File: src/rtl/pdm_mod_pkg.sv
// ============================================================================
// Module      : pdm_mod_pkg
// Description : Shared defaults, dither LFSR constants and accumulator sizing
//               for the PDM modulator.
// Revision    : 1.0 - initial release
// ============================================================================
`default_nettype none

package pdm_mod_pkg;

    localparam int SAMPLE_BW_DEF = 8;
    localparam int OSR_DEF       = 64;

    // Fibonacci LFSR x^16+x^14+x^13+x^11+1: taps on bits 15,13,12,10
    localparam int          LFSR_W    = 16;
    localparam logic [15:0] LFSR_TAPS = 16'hB400;
    localparam logic [15:0] LFSR_SEED = 16'hACE1;

    function automatic int acc_width(input int sample_bw);
        return sample_bw + 2;
    endfunction

endpackage

`default_nettype wire

File: src/rtl/pdm_mod_fifo.sv
// ============================================================================
// Module      : pdm_mod_fifo
// Description : Two-entry synchronous FIFO with full/empty flags.
// Revision    : 1.0 - initial release
// ============================================================================
`default_nettype none

module pdm_mod_fifo #(
    parameter int WIDTH = 8
) (
    input  logic             clk_i,
    input  logic             rst_n_i,
    input  logic             push_i,
    input  logic [WIDTH-1:0] data_i,
    input  logic             pop_i,
    output logic [WIDTH-1:0] data_o,
    output logic             full_o,
    output logic             empty_o
);

    logic [WIDTH-1:0] mem [2];
    logic             wr_ptr;
    logic             rd_ptr;
    logic [1:0]       count;
    logic             do_push;
    logic             do_pop;

    assign do_pop  = pop_i && (count != 2'd0);
    // A pop on a full FIFO frees the slot for a same-cycle push
    assign do_push = push_i && ((count != 2'd2) || do_pop);

    always_ff @(posedge clk_i or negedge rst_n_i) begin
        if (!rst_n_i) begin
            for (int i = 0; i < 2; i++) mem[i] <= '0;
            wr_ptr <= 1'b0;
            rd_ptr <= 1'b0;
            count  <= 2'd0;
        end else begin
            if (do_push) begin
                mem[wr_ptr] <= data_i;
                wr_ptr      <= ~wr_ptr;
            end
            if (do_pop) rd_ptr <= ~rd_ptr;
            case ({do_push, do_pop})
                2'b10:   count <= count + 2'd1;
                2'b01:   count <= count - 2'd1;
                default: count <= count;
            endcase
        end
    end

    assign data_o  = mem[rd_ptr];
    assign full_o  = (count == 2'd2);
    assign empty_o = (count == 2'd0);

endmodule

`default_nettype wire

File: src/rtl/pdm_modulator.sv
// ============================================================================
// Module      : pdm_modulator
// Description : First-order sigma-delta PCM->PDM modulator for loopback/BIST.
//               Optional dither: define PDM_MODULATOR_DITHER_EN.
// Revision    : 1.0 - initial release
// ============================================================================
`default_nettype none

module pdm_modulator
    import pdm_mod_pkg::*;
#(
    parameter int SAMPLE_BW = SAMPLE_BW_DEF,
    parameter int OSR       = OSR_DEF
) (
    input  logic                 clk_i,
    input  logic                 rst_n_i,
    input  logic                 en_i,
    input  logic [SAMPLE_BW-1:0] pcm_data_i,
    input  logic                 pcm_valid_i,
    output logic                 pcm_ready_o,
    input  logic                 pdm_clk_i,
    output logic                 pdm_data_o,
    output logic                 underflow_o
);

    localparam int ACC_W = acc_width(SAMPLE_BW);
    localparam int CNT_W = $clog2(OSR);
    localparam logic signed [ACC_W-1:0] FS = ACC_W'(1) << (SAMPLE_BW - 1);
    localparam logic [CNT_W-1:0] CNT_LAST = CNT_W'(OSR - 1);

    logic                        pdm_clk_d;
    logic                        en_d;
    logic                        tick;
    logic                        load;
    logic                        fifo_push;
    logic                        fifo_pop;
    logic                        fifo_full;
    logic                        fifo_empty;
    logic        [SAMPLE_BW-1:0] fifo_data;
    logic signed [SAMPLE_BW-1:0] hold;
    logic signed [SAMPLE_BW-1:0] x_base;
    logic signed [SAMPLE_BW-1:0] x;
    logic signed [ACC_W-1:0]     x_ext;
    logic signed [ACC_W-1:0]     acc;
    logic signed [ACC_W-1:0]     acc_next;
    logic                        bit_out;
    logic        [CNT_W-1:0]     cnt;
    logic                        armed;

    // en_d masks a falling edge that coincides with the enable rising
    assign tick      = en_i && en_d && pdm_clk_d && !pdm_clk_i;
    assign load      = tick && (cnt == '0);
    assign fifo_pop  = load && !fifo_empty;
    assign fifo_push = pcm_valid_i && !fifo_full;
    assign pcm_ready_o = !fifo_full;

    pdm_mod_fifo #(
        .WIDTH (SAMPLE_BW)
    ) u_fifo (
        .clk_i   (clk_i),
        .rst_n_i (rst_n_i),
        .push_i  (fifo_push),
        .data_i  (pcm_data_i),
        .pop_i   (fifo_pop),
        .data_o  (fifo_data),
        .full_o  (fifo_full),
        .empty_o (fifo_empty)
    );

    assign x_base = fifo_pop ? $signed(fifo_data) : hold;

`ifdef PDM_MODULATOR_DITHER_EN
    localparam logic signed [SAMPLE_BW:0] X_MAX = (SAMPLE_BW+1)'((1 << (SAMPLE_BW - 1)) - 1);
    localparam logic signed [SAMPLE_BW:0] X_MIN = -X_MAX - (SAMPLE_BW+1)'(1);

    logic [LFSR_W-1:0]         lfsr;
    logic signed [SAMPLE_BW:0] x_wide;

    always_ff @(posedge clk_i or negedge rst_n_i) begin
        if (!rst_n_i) lfsr <= LFSR_SEED;
        else if (tick) lfsr <= {lfsr[LFSR_W-2:0], ^(lfsr & LFSR_TAPS)};
    end

    always_comb begin
        x_wide = {x_base[SAMPLE_BW-1], x_base};
        x_wide = lfsr[0] ? (x_wide + (SAMPLE_BW+1)'(1)) : (x_wide - (SAMPLE_BW+1)'(1));
        if (x_wide > X_MAX)      x = X_MAX[SAMPLE_BW-1:0];
        else if (x_wide < X_MIN) x = X_MIN[SAMPLE_BW-1:0];
        else                     x = x_wide[SAMPLE_BW-1:0];
    end
`else
    assign x = x_base;
`endif

    assign x_ext    = {{(ACC_W-SAMPLE_BW){x[SAMPLE_BW-1]}}, x};
    assign bit_out  = !acc[ACC_W-1];
    assign acc_next = acc + x_ext - (bit_out ? FS : -FS);

    always_ff @(posedge clk_i or negedge rst_n_i) begin
        if (!rst_n_i) begin
            pdm_clk_d   <= 1'b0;
            en_d        <= 1'b0;
            hold        <= '0;
            armed       <= 1'b0;
            underflow_o <= 1'b0;
            acc         <= '0;
            cnt         <= '0;
            pdm_data_o  <= 1'b0;
        end else begin
            pdm_clk_d <= pdm_clk_i;
            en_d      <= en_i;
            if (fifo_push) armed <= 1'b1;
            if (fifo_pop) hold <= $signed(fifo_data);
            if (load && fifo_empty && armed) underflow_o <= 1'b1;
            if (!en_i) begin
                acc        <= '0;
                cnt        <= '0;
                pdm_data_o <= 1'b0;
            end else if (tick) begin
                pdm_data_o <= bit_out;
                acc        <= acc_next;
                cnt        <= (cnt == CNT_LAST) ? '0 : cnt + CNT_W'(1);
            end
        end
    end

endmodule

`default_nettype wire

File: config.mk
export PLATFORM = sky130hd
export DESIGN_NAME = pdm_modulator
export DESIGN_NICKNAME = d
export VERILOG_FILES = /design/src/rtl/pdm_mod_pkg.sv /design/src/rtl/pdm_mod_fifo.sv /design/src/rtl/pdm_modulator.sv
export SDC_FILE = /design/constraint.sdc
export NUM_CORES = 1
export LEC_CHECK = 0
export BUFFER_PORTS_ARGS = -buffer_cell sky130_fd_sc_hd__buf_4
export CORE_ASPECT_RATIO = 0.8
export CORE_MARGIN = 4
export CORE_UTILIZATION = 50
export CTS_BUF_LIST = sky130_fd_sc_hd__clkbuf_8
export DETAILED_ROUTE_END_ITERATION = 8
export PLACE_DENSITY = 0.68
export SETUP_SLACK_MARGIN = 0.3
export SYNTH_ARGS = -nofsm -noshare
export SYNTH_HDL_FRONTEND = slang
export SYNTH_SLANG_ARGS = --single-unit
File: constraint.sdc
create_clock -name clk_i -period 5.5 [get_ports clk_i]
set_clock_uncertainty 0.05 [all_clocks]
set_input_delay 0.825 -clock clk_i [delete_from_list [all_inputs] [get_ports clk_i]]
set_output_delay 0.825 -clock clk_i [all_outputs]
set_load 0.03 [all_outputs]
### Word level (Yosys, flattened, before mapping)

Cells that the tools add are included.

* $lt $le $gt $ge: 3
* reductions and logical operators: 20
* add/subtract/negate cells: 5
* mux-type cells: 16
* equality and inequality tests: 6
* bitwise operators: 4

Operators with widths (number)
* $mux W8: 5
* $mux W10: 3
* $mux W6: 3
* $bwmux W16: 1
* $logic_and A1 B1 Y1: 11
* $add A10 B8 Y10: 1
* $sub A10 B10 Y10: 1
* $demux W8 S1: 1
* $add A6 B1 Y6 const B: 1
* $eq A6 B6 Y1 const B: 1
* $logic_not A6 Y1: 1
* $eq A2 B2 Y1 const B: 2
* $ge A2 B2 Y1 const B: 2
* $logic_not A1 Y1: 4
* $not A1 Y2: 2
* $pmux W2 S2: 1
* $reduce_bool A2 Y1: 2
* $add A2 B1 Y2 const B: 1
* $eq A2 B1 Y1 const B: 1
* $logic_not A2 Y1: 1
* $lt A2 B1 Y1 const B: 1
* $mux W1: 2
* $ne A2 B1 Y1 const B: 1
* $ne A2 B2 Y1 const B: 1
* other kinds (3): 4

* flip-flop bits (word level): 49
* input port bits: 13

### Logic depth before layout (Yosys ltp)

Gate-level depths: netlist (run 1).

* depth after elaboration: 10
* depth in mapped cells: 18
* depth with buffers taken out: 16

### Hierarchy

A second synthesis (run 1) with hierarchy kept.

* cells, all modules: 261
* area total of the unflattened synthesis: 2745.1 µm²

By module, submodules not included
* pdm_modulator: cells each 201, seq. area each 725.7 µm², times used 1, area each 1845.5 µm²
* pdm_mod_fifo: cells each 60, seq. area each 500.5 µm², times used 1, area each 899.6 µm²

### Least setup slack after synthesis (run 1)

Ideal clock, no wire load.

* path type: input -> register
* start: input port pdm_clk_i
* end: register acc[8]
* required time: 5324 ps
* arrival time: 3685 ps
* buffers on the path: 2
* setup slack: 1639 ps
* cell stages on the path: 16
* library setup time: 126 ps
* cells stage by stage: and3b_1 -> nand4_1 -> buf_2 -> buf_1 -> o21a_1 -> ha_1 -> inv_1 -> ha_1 -> nor2b_1 -> o21ai_0 -> a21boi_0 -> o21ai_0 -> a21oi_1 -> o21ai_0 -> a2111oi_0 -> a311o_1

* longest elaborated chain between the ends: 9
* elaborated cells on any way between the ends: 10
* classes of those cells: 2 x add/sub; 1 x eq/ne; 3 x mux; 4 x reduce/logical

RTL lines
* start: declaration: line pdm_modulator.sv:21 `input logic pdm_clk_i,`
* $logic_not A1 Y1 *: line pdm_modulator.sv:51 `assign tick = en_i && en_d && pdm_clk_d && !pdm_clk_i;`
* $logic_and A1 B1 Y1 *: line pdm_modulator.sv:51
* $logic_and A1 B1 Y1: line pdm_modulator.sv:52 `assign load = tick && (cnt == '0);`
* $logic_and A1 B1 Y1: line pdm_modulator.sv:53 `assign fifo_pop = load && !fifo_empty;`
* $mux W8
* $add A10 B8 Y10: line pdm_modulator.sv:97 `assign acc_next = acc + x_ext - (bit_out ? FS : -FS);`
* $sub A10 B10 Y10: line pdm_modulator.sv:97
* $mux W10: line pdm_modulator.sv:119 `end else if (tick) begin`
* $mux W10: line pdm_modulator.sv:115 `if (!en_i) begin`
* end signal: assignment: line pdm_modulator.sv:121 `acc <= acc_next;`
* end: declaration: line pdm_modulator.sv:44 `logic signed [ACC_W-1:0] acc;`

Every way passes the cells marked *; elsewhere a longest branch is shown, timed or not. The select of a mux whose other input is x is not followed.
A chain may end at the register's enable or synchronous reset.

### Final worst setup path (run 1)

Same ends and word-level chain as after synthesis.

==> impl_metrics.ini, run 1 <==
[die]
design.core.area_um2 = 5120
chipHeight_um = 73.7
row_count = 23
initial_core_util_pct = 52.6
die_x_um = 90.1
num_io_pins = 16
die_area_um2 = 6630

[cts]
cts_sinks = 49
postCtsHoldBufs = 0
insertion_delay_ps = 300
clkTransAtPathRegs_ps = 90
postCtsSetupBuffers = 0
cts_tree = done
cts_resized = 0
cts_buffers = 5
cts_max_level = 2
clock_path_buffers = 2
cts_root_buf = clkbuf_8

[synthesis]
synth_top_family_by_area = simple AND/OR/NAND/NOR gates
synth_edf_count = 0
synth-compound-area-share_pct = 10.8
synth-adder-area-share_pct = 9.57
synth_top_area_share_pct = 45.5
yosys.area.top_type = dfrtp_1
synth-seq-cells = 49
yosysSeqAreaShare_pct = 45.5
synthTopCellsByArea = dfrtp_1 46%, ha_1 8.8%, mux2_2 6.7%
ys.flop_type = dfrtp_1
synth-simple-area-share_pct = 13.2
synth_warnings = 0
synth_area_um2 = 2690
synth_nets = 296
synthMuxAreaShare_pct = 9.66
synth_xor_area_share_pct = 4.55
synth_cells = 263
ys_types = 44
synth.avg_cell_area_um2 = 10.2
synthArstFlopShare_pct = 100

[flow_run]
timing.max_cap.violations = 0

[critical_path]
start_kind = input port
crit_arrival_ps = 4230
crit_type = input port to register
timing.rr.end = acc[8]$_DFFE_PN0P_
ff2ff_path_depth = 15
cp.required_ps = 5640
regToRegSetupSlack_ps = 1730
end_kind = register
timing.rr.start = pdm_clk_d$_DFF_PN0_
critPathMaxFanout = 20

[power]
cellPowerDensity_nw_per_um2 = 565
ir_worst_vdd_v = 0.000256
netSwitchingPower_mw = 0.642
p_int_mw = 1.02
p_sw_share_pct = 38.7
total_power_mw = 1.66
p_clk_share_pct = 13.6
seq_power_share_pct = 34.2
p_leak_nw = 1.41
combPwrFrac_pct = 52.1

[sta]
setup-tns-final_ps = 0
finalSetupViolations = 0
rsz0062_at_grt = false
hold_viol_final = 0
final.min_clock_period_ps = 4090
fmax_mhz = 244
tightest_slew_ps = 698
slew_violations = 0
post-route-period-util_pct = 74.4
relSlewSlack_pct = 53.3

[place]
place_area_um2 = 2840
io_buffers = 15
dp_hpwl_mm = 3.24
place_inst = 334
routabilityCongestion = 0.818

[routing]
avgViaCountPerCell = 5.32
drcViolationCount = 0
vias = 1818
drt-total-wl_mm = 4.53
drt_iter0_markers = 72
postRouteAntennaNets = 0
drt-pass1-iter-count = 4
wl_per_cell_um = 13.2

[final_layout]
fillers = 447
layout_common_cells = 49 x dfrtp_1, 34 x inv_1, 28 x nand2_1, 19 x ha_1
num-nets-final = 312
syn_to_final_growth_pct = 8.96
fin_util_pct = 57.3
final_common_cell = dfrtp_1
finish.instance_area_um2 = 2940
insertedDiodeCount = 0
fin_cells = 342
drive_above_1_share_pct = 16.1

[global_routing]
grt.overflow.total = 0
antenna_found_initial = 0
grt_pass1_vias = 1792
grt_util_all_layers_pct = 15.1
grt_max_degree = 50
grt_pass1_wl_mm = 8.08

[min_path]
hold_end = armed$_DFFE_PN0P_
hold_path_depth = 1
hp-start = armed$_DFFE_PN0P_
hp-class = register to register

[run_status]
status = complete, no violations
## state kept, by name, summed over array words and instances, names as in the netlist
register,cells
underflow_o,1
en_d,1
cnt,6
armed,1
u_fifo.rd_ptr,1
acc,10
pdm_clk_d,1
u_fifo.mem,16
hold,8
u_fifo.wr_ptr,1
pdm_data_o,1
u_fifo.count,2
## power by group through the flow
stage / clock network (mW) / logic [mW] / registers (mW)
after floorplan: 0 / 0.722 / 0.553
after CTS: 0.232 / 0.869 / 0.568
after detailed placement: 0 / 0.860 / 0.576
after global placement: 0 / 0.854 / 0.574
final: 0.226 / 0.864 / 0.567
after global routing: 0.247 / 0.980 / 0.584
## how the worst max path moves through the flow
| stage | startpoint | to | slack [ps] | cells after the start |
|---|---|---|---|---|
| after global routing | pdm_clk_i | acc[8]$_DFFE_PN0P_ | 1080 | 16 |
| final | pdm_clk_i | acc[8]$_DFFE_PN0P_ | 1410 | 16 |
| after detailed placement | pdm_clk_i | acc[8]$_DFFE_PN0P_ | 1080 | 16 |
| after CTS | pdm_clk_i | acc[8]$_DFFE_PN0P_ | 1420 | 16 |
| after global placement | pdm_clk_i | acc[8]$_DFFE_PN0P_ | 1280 | 16 |
| after floorplan | pdm_clk_i | acc[8]$_DFFE_PN0P_ | 1640 | 16 |
## routing by layer
layer | GRT usage, % | up-vias | routed length [µm]
met5 | 0 | - | 0
met4 | 5.43 | 0 | 65
met3 | 3.28 | 8 | 155
met2 | 24.0 | 27 | 1950
met1 | 20.8 | 864 | 2360
li1 | - | 919 | -
## area by class of cell
class / instances / area, µm² / share of cell area, %
clock buffers: 6 / 82.6 / 2.81
multi-input cells: 173 / 1290 / 43.9
clock inverters: 2 / 13.8 / 0.469
repair buffers: 16 / 120 / 4.09
flip-flops and latches: 49 / 1230 / 41.8
well taps: 62 / 77.6 / 2.64
inverters: 34 / 128 / 4.35
## stage by stage
stage          setup WS [ps]  hold slack [ps]
2_1_floorplan           1640              385
3_3_place_gp            1280              404
3_5_place_dp            1080              406
4_1_cts                 1420              429
5_1_grt                 1080              471
6_report                1410              423
## critical path, cell delays in order
cell       delay (ps)
buf_4             110
and3b_1           530
nand4_1           150
buf_4             230
o21a_1            210
ha_1              270
inv_1              40
ha_1              330
nor2b_1           150
o21ai_0           210
a21boi_0          150
o21ai_0           210
a21oi_1           110
o21ai_0           210
a2111oi_0         130
a311o_1           350
## synthesized netlist by cell type, drive strengths merged (2+ instances only)
cell type,instances
dfrtp,49
inv,34
nand2,28
ha,19
mux2,16
a21oi,13
nor2,12
xnor2,11
o21ai,10
nand3,9
mux2i,8
o21a,7
a21o,4
buf,4
clkbuf,3
nand2b,3
nand4,3
nor3b,3
xor2,3
and3,2
nor3,2
nor4,2
o31a,2
or3,2
## kinds of logic (layout without fill, tap and decap cells)
group,count (synthesis),in the layout
muxes,24,24
buffers and inverters,41,58
xor gates and xnor gates,14,14
DFF,49,49
AOI/OAI and AO/OA,44,44
adders and majority gates,20,20
and+or+nand+nor,71,71
Note: power is estimated with default switching activity, not from simulation.
==> inputs of run 2 (changes only) <==
--- a/config.mk
+++ b/config.mk
@@ -5,6 +5,7 @@
 export SDC_FILE = /design/constraint.sdc
 export NUM_CORES = 1
 export LEC_CHECK = 0
+export ABC_AREA = 1
 export BUFFER_PORTS_ARGS = -buffer_cell sky130_fd_sc_hd__buf_4
 export CORE_ASPECT_RATIO = 0.8
 export CORE_MARGIN = 4
==> constraint.sdc (replaced) <==
create_clock -name clk_i -period 4.05 [get_ports clk_i]
set_clock_uncertainty 0.05 [all_clocks]
set_input_delay 0.6075 -clock clk_i [delete_from_list [all_inputs] [get_ports clk_i]]
set_output_delay 0.6075 -clock clk_i [all_outputs]
set_load 0.03 [all_outputs]
==> run 2 against run 1 <==
Net effect:
- design area is 1.5% higher
- area after synthesis increased by 0.37%
- global-route usage up 1.1 points
- total power is 35% higher
- setup slack lost 620 ps
- routed wire length grew 5.5%
==> impl_metrics.ini, run 2 <==
[die]
row_count = 23
initial_core_util_pct = 52.8
design.core.area_um2 = 5120
die_x_um = 90.2
num_io_pins = 16
chipHeight_um = 73.8
die_area_um2 = 6660

[synthesis]
synth_top_area_share_pct = 45.3
synthArstFlopShare_pct = 100
synthTopCellsByCount = 68 x nand2_1, 57 x inv_1, 49 x dfrtp_1
synth_edf_count = 0
synth_cells = 319
ys_types = 32
yosys.area.top_type = dfrtp_1
post-synth-top-count-cell = nand2_1
synth_warnings = 0
synth-adder-area-share_pct = 9.53
synth_top_family_by_area = simple AND/OR/NAND/NOR gates
synthTopCellsByArea = dfrtp_1 45%, nand2_1 9.4%, ha_1 8.8%
synth_area_um2 = 2700
ys.flop_type = dfrtp_1
synth_nets = 352
synth-compound-area-share_pct = 12.1
synth.avg_cell_area_um2 = 8.48
synth_xor_area_share_pct = 1.94
synth-simple-area-share_pct = 21.4
synthMuxAreaShare_pct = 0
synth-seq-cells = 49
yosysSeqAreaShare_pct = 45.3

[routing]
drt_iter0_markers = 78
postRouteAntennaNets = 0
wl_per_cell_um = 11.9
avgViaCountPerCell = 4.96
drcViolationCount = 0
drt-pass1-iter-count = 4
vias = 1989
drt-total-wl_mm = 4.78

[place]
dp_hpwl_mm = 3.60
routabilityCongestion = 0.787
io_buffers = 15
place_area_um2 = 2860
dp_slack_ps = 512

[power]
ir_worst_vdd_v = 0.000344
p_int_mw = 1.26
p_sw_share_pct = 43.6
cellPowerDensity_nw_per_um2 = 750
seq_power_share_pct = 33.5
p_leak_nw = 1.54
combPwrFrac_pct = 52.7
total_power_mw = 2.23
netSwitchingPower_mw = 0.974
p_clk_share_pct = 13.7

[sta]
tightest_slew_ps = 620
final.min_clock_period_ps = 3260
fmax_mhz = 307
relSlewSlack_pct = 58.7
finalSetupViolations = 0
setup-tns-final_ps = 0
fin_ws_ps = 792
slew_violations = 0
hold_viol_final = 0
rsz0062_at_grt = false
post-route-period-util_pct = 80.5

[cts]
cts_max_level = 2
insertion_delay_ps = 300
cts_tree = done
clkTransAtPathRegs_ps = 90
clock_path_buffers = 2
cts_buffers = 5
cts_sinks = 49
cts_root_buf = clkbuf_8

[global_routing]
grt.overflow.total = 0
grt_pass1_wl_mm = 8.80
antenna_found_initial = 0
grt_util_all_layers_pct = 16.3
grt_max_degree = 50
grt_pass1_vias = 1968

[final_layout]
top_register = u_fifo.mem
layout_common_cells = 68 x nand2_1, 56 x inv_1, 49 x dfrtp_1, 25 x o21ai_0, 19 x ha_1
final_common_cell = nand2_1
fillers = 492
syn_to_final_growth_pct = 10.2
largestRegisters = u_fifo.mem x16, acc x10, hold x8
finish.instance_area_um2 = 2980
num-nets-final = 371
insertedDiodeCount = 0
fin_util_pct = 58.2
largest_reg_flops = 16
drive_above_1_share_pct = 15.3

[critical_path]
start_kind = register
crit_type = register to register
cp.required_ps = 4190
crit_arrival_ps = 3400
critPathMaxFanout = 8
end_kind = register

[min_path]
hp-class = input port to asynchronous set/reset pin

[run_status]
status = complete, no violations

[flow_run]
timing.max_cap.violations = 0
## run 2: critical path: stages (launching register included)
cell and delay [ps]:
dfrtp_1 400, inv_1 110, ha_1 170, nand2_2 90
nor2_8 140, nand3_4 140, clkinvlp_4 130, o211ai_1 100
nand2_1 100, inv_1 50, ha_1 270, inv_1 40
ha_1 380, nand2_1 90, o21ai_1 160, nand2_1 90
nand2_1 70, a21oi_1 70, nor2_1 160, o21ai_1 80
nand2_1 80, a21oi_1 60, o21ai_1 80, nand2_1 60
## run 2: kinds of logic after synthesis
group / after synthesis
AO/OA/AOI/OAI: 59
XOR/XNOR: 6
flip-flops: 49
adder cells (fa/ha/maj): 20
buffers and inverters: 66
AND/OR/NAND/NOR: 119
## run 2: cell type report
class	count	area (µm²)	area share [%]
inverters	60	229	7.69
clock inverters	2	13.8	0.462
multi-input cells	204	1210	40.8
clock buffers	6	82.6	2.77
well taps	62	77.6	2.60
flip-flops and latches	49	1230	41.2
repair buffers	18	135	4.54
## run 2: path summary, 6_finish.rpt
check	startpoint	depth (start not counted)	slack (ps)	endpoint
setup / recovery	cnt[0]$_DFFE_PN0P_	23	790	acc[8]$_DFFE_PN0P_
hold / removal	rst_n_i	1	250	u_fifo.wr_ptr$_DFFE_PN0P_
setup reg to reg	cnt[0]$_DFFE_PN0P_	23	790	acc[8]$_DFFE_PN0P_
hold reg to reg	armed$_DFFE_PN0P_	2	420	armed$_DFFE_PN0P_
max in group asynchronous	rst_n_i	1	3260	hold[4]$_DFF_PN0_
min in group clk_i	pdm_clk_i	1	360	pdm_clk_d$_DFF_PN0_
## run 2: repair_timing
item	in CTS	in global routing
endpoints found under the setup margin	0	1
gates resized for setup	0	1
setup buffers	0	2
hold buffers	0	0
## run 2: through the flow
step / hold slack [ps] / cells
4_1_cts: 287 / 399
3_3_place_gp: 389 / 391
5_1_grt: 307 / 401
3_5_place_dp: 412 / 391
6_report: 248 / 401
2_1_floorplan: 262 / 319
## run 2: metal layers
layer / wire, µm / part of all wire, % / global-route usage [%] / vias to the layer above
li1: - / - / - / 1051
met1: 2450 / 51 / 22.0 / 907
met2: 2120 / 44 / 26.7 / 23
met3: 160 / 3.3 / 3.58 / 8
met4: 46 / 0.96 / 4.41 / 0
met5: 0 / 0 / 0 / -
## run 2: power groups by stage
| stage | combinational, mW | clock, mW | sequential [mW] |
|---|---|---|---|
| final | 1.18 | 0.307 | 0.749 |
| after global routing | 1.39 | 0.340 | 0.772 |
| after CTS | 1.18 | 0.316 | 0.750 |
| after detailed placement | 1.17 | 0 | 0.760 |
| after global placement | 1.14 | 0 | 0.757 |
| after floorplan | 0.955 | 0 | 0.735 |
==> inputs of run 3 (changes only) <==
==> constraint.sdc (replaced) <==
create_clock -name clk_i -period 3.15 [get_ports clk_i]
set_clock_uncertainty 0.05 [all_clocks]
set_input_delay 0.4725 -clock clk_i [delete_from_list [all_inputs] [get_ports clk_i]]
set_output_delay 0.4725 -clock clk_i [all_outputs]
set_load 0.03 [all_outputs]
==> run 3 against run 2 <==
Net effect:
- die area unchanged
- count of clock-buffer cells in the layout unchanged
- register-to-register slack worse by 560 ps
- worst hold slack worse by 120 ps
- fmax up 12%
- clock power up 26%
- first-iteration DRC count up 13%
- routed wire length up 18%
- design area up 10%
- total power up 62%
- core utilization up 6.1 points
==> impl_metrics.ini, run 3 (same netlist as run 2, synthesis figures left out) <==
[run_status]
status = complete, no violations

[global_routing]
antenna_found_initial = 0
grt_pass1_vias = 2065
grt.overflow.total = 0
grt_util_all_layers_pct = 17.2
grt_pass1_wl_mm = 9.26
grt_max_degree = 50

[critical_path]
path_buf_inv = 9
cp.required_ps = 3290
cp_slowest_cell = dfrtp_1
cp_slowest_stage_delay_ps = 400
crit_chain = inv_2 > ha_4 > nand2_4 > nor2_8 > nand3_4 > clkinv_4 > o211ai_1 > nand2_1 > inv_2 > ha_4 > inv_2 > ha_4 > nand2_2 > o21ai_2 > nand2_1 > buf_4 > buf_6 > buf_6 > buf_6 > buf_6 > nand2_4 > o22ai_2
regToRegSetupSlack_ps = 230
end_kind = register
start_kind = register
ff2ff_path_depth = 22
critPathMaxFanout = 4
cpMostUsedCell = buf_6
timing.rr.start = cnt[1]$_DFFE_PN0P_
cp-startpoint = cnt[1]$_DFFE_PN0P_
timing.rr.end = acc[4]$_DFFE_PN0P_
crit_arrival_ps = 3060
crit_type = register to register
path_delay_family = buffers and inverters

[sta]
holdWs_ps = 130
relSlewSlack_pct = 58.9
slew_violations = 0
fmax_mhz = 342
tightest_slew_ps = 616
post-route-period-util_pct = 92.8
final.min_clock_period_ps = 2920
hold_viol_final = 0
rsz0062_at_grt = true
finalSetupViolations = 0

[final_layout]
drive_above_1_share_pct = 26.7
final_common_cell = nand2_1
finish.instance_area_um2 = 3290
largest_reg_flops = 16
top_register = u_fifo.mem
syn_to_final_growth_pct = 21.7
num-nets-final = 393
fin_cells = 422
layout_common_cells = 66 x nand2_1, 49 x dfrtp_1, 48 x inv_1, 33 x buf_4, 24 x o21ai_0
largestRegisters = u_fifo.mem x16, acc x10, hold x8
insertedDiodeCount = 0

[routing]
drt-total-wl_mm = 5.65
vias = 2155
drt_iter0_markers = 88
wl_per_cell_um = 13.4
avgViaCountPerCell = 5.11
drcViolationCount = 0
drt-pass1-iter-count = 4
postRouteAntennaNets = 0

[cts]
cts_sinks = 49
clkTransAtPathRegs_ps = 90
cts_buffers = 5
postCtsHoldBufs = 0
cts_root_buf = clkbuf_8
cts_max_level = 2
cts_tree = done
clock_path_buffers = 2
insertion_delay_ps = 310

[die]
die_area_um2 = 6660
initial_core_util_pct = 52.8
design.core.area_um2 = 5120
row_count = 23
num_io_pins = 16
die_x_um = 90.2
chipHeight_um = 73.8

[power]
p_leak_nw = 1.67
ir_worst_vdd_v = 0.000588
cellPowerDensity_nw_per_um2 = 1100
total_power_mw = 3.62

[place]
dp_hpwl_mm = 3.66
io_buffers = 15
routabilityCongestion = 0.784
place_area_um2 = 2920
place_inst = 394

[flow_run]
timing.max_cap.violations = 0

[min_path]
hp-class = input port to asynchronous set/reset pin
run 3: cell count changes in the layout (fill, tap and decap cells not counted), moves of 6 or more:
cell,previous run,this run
ha_1,19,13
inv_2,2,10
buf_6,0,6
inv_1,56,48
buf_4,18,33
ha_4,0,6
run 3: worst reg2reg max path, stage by stage (launching register included):
cell and delay [ps]:
dfrtp_1 400, inv_2 90, ha_4 140, nand2_4 60, nor2_8 100, nand3_4 100
clkinv_4 80, o211ai_1 80, nand2_1 100, inv_2 50, ha_4 260, inv_2 40
ha_4 270, nand2_2 60, o21ai_2 180, nand2_1 90, buf_4 140, buf_6 110
buf_6 100, buf_6 100, buf_6 110, nand2_4 50, o22ai_2 70
run 3: cell type report:
cell class                      instances  area, µm²
Fill cell                             420       1830
Multi-Input combinational cell        204       1330
Sequential cell                        49       1230
Timing Repair Buffer                   40        335
Inverter                               60        230
Clock buffer                            6       82.6
Tap cell                               62       77.6
Clock inverter                          1       7.51
run 3: routing by layer:
layer | GRT usage [%] | up-vias | routed length (µm)
met4 | 4.58 | 0 | 60
met2 | 29.2 | 34 | 2650
met5 | 0 | - | 0
li1 | - | 1094 | -
met3 | 3.89 | 7 | 186
met1 | 22.6 | 1020 | 2750
run 3: how the worst max path moves through the flow:
stage | end | cells after the start | slack, ps
after CTS | acc[8]$_DFFE_PN0P_ | 23 | 250
final | acc[4]$_DFFE_PN0P_ | 22 | 230
after detailed placement | acc[8]$_DFFE_PN0P_ | 23 | -7
after global placement | acc[8]$_DFFE_PN0P_ | 23 | 130
after floorplan | acc[8]$_DFFE_PN0P_ | 24 | 310
after global routing | acc[8]$_DFFE_PN0P_ | 22 | 40
run 3: power by group:
group,total (mW),leakage [nW],internal [mW],switching (mW)
clock network,0.387,0.0433,0.174,0.213
logic,2.28,1.00,1.06,1.22
registers,0.949,0.624,0.841,0.108
total,3.62,1.67,2.07,1.54
run 3: stage by stage:
step	utilization (%)	TNS, ps	setup WS [ps]
2_1_floorplan	-	0	307
3_3_place_gp	56.9	0	130
3_5_place_dp	56.9	-6.67	-6.67
4_1_cts	62.0	0	249
5_1_grt	64.2	0	35.7
6_report	64.2	0	228
run 3: what timing repair did:
item,4_1_cts,5_1_grt
endpoints found under the hold margin,0,0
buffers inserted,15,6
endpoints found under the setup margin,4,6
pin swaps,15,20
resized for setup,10,21
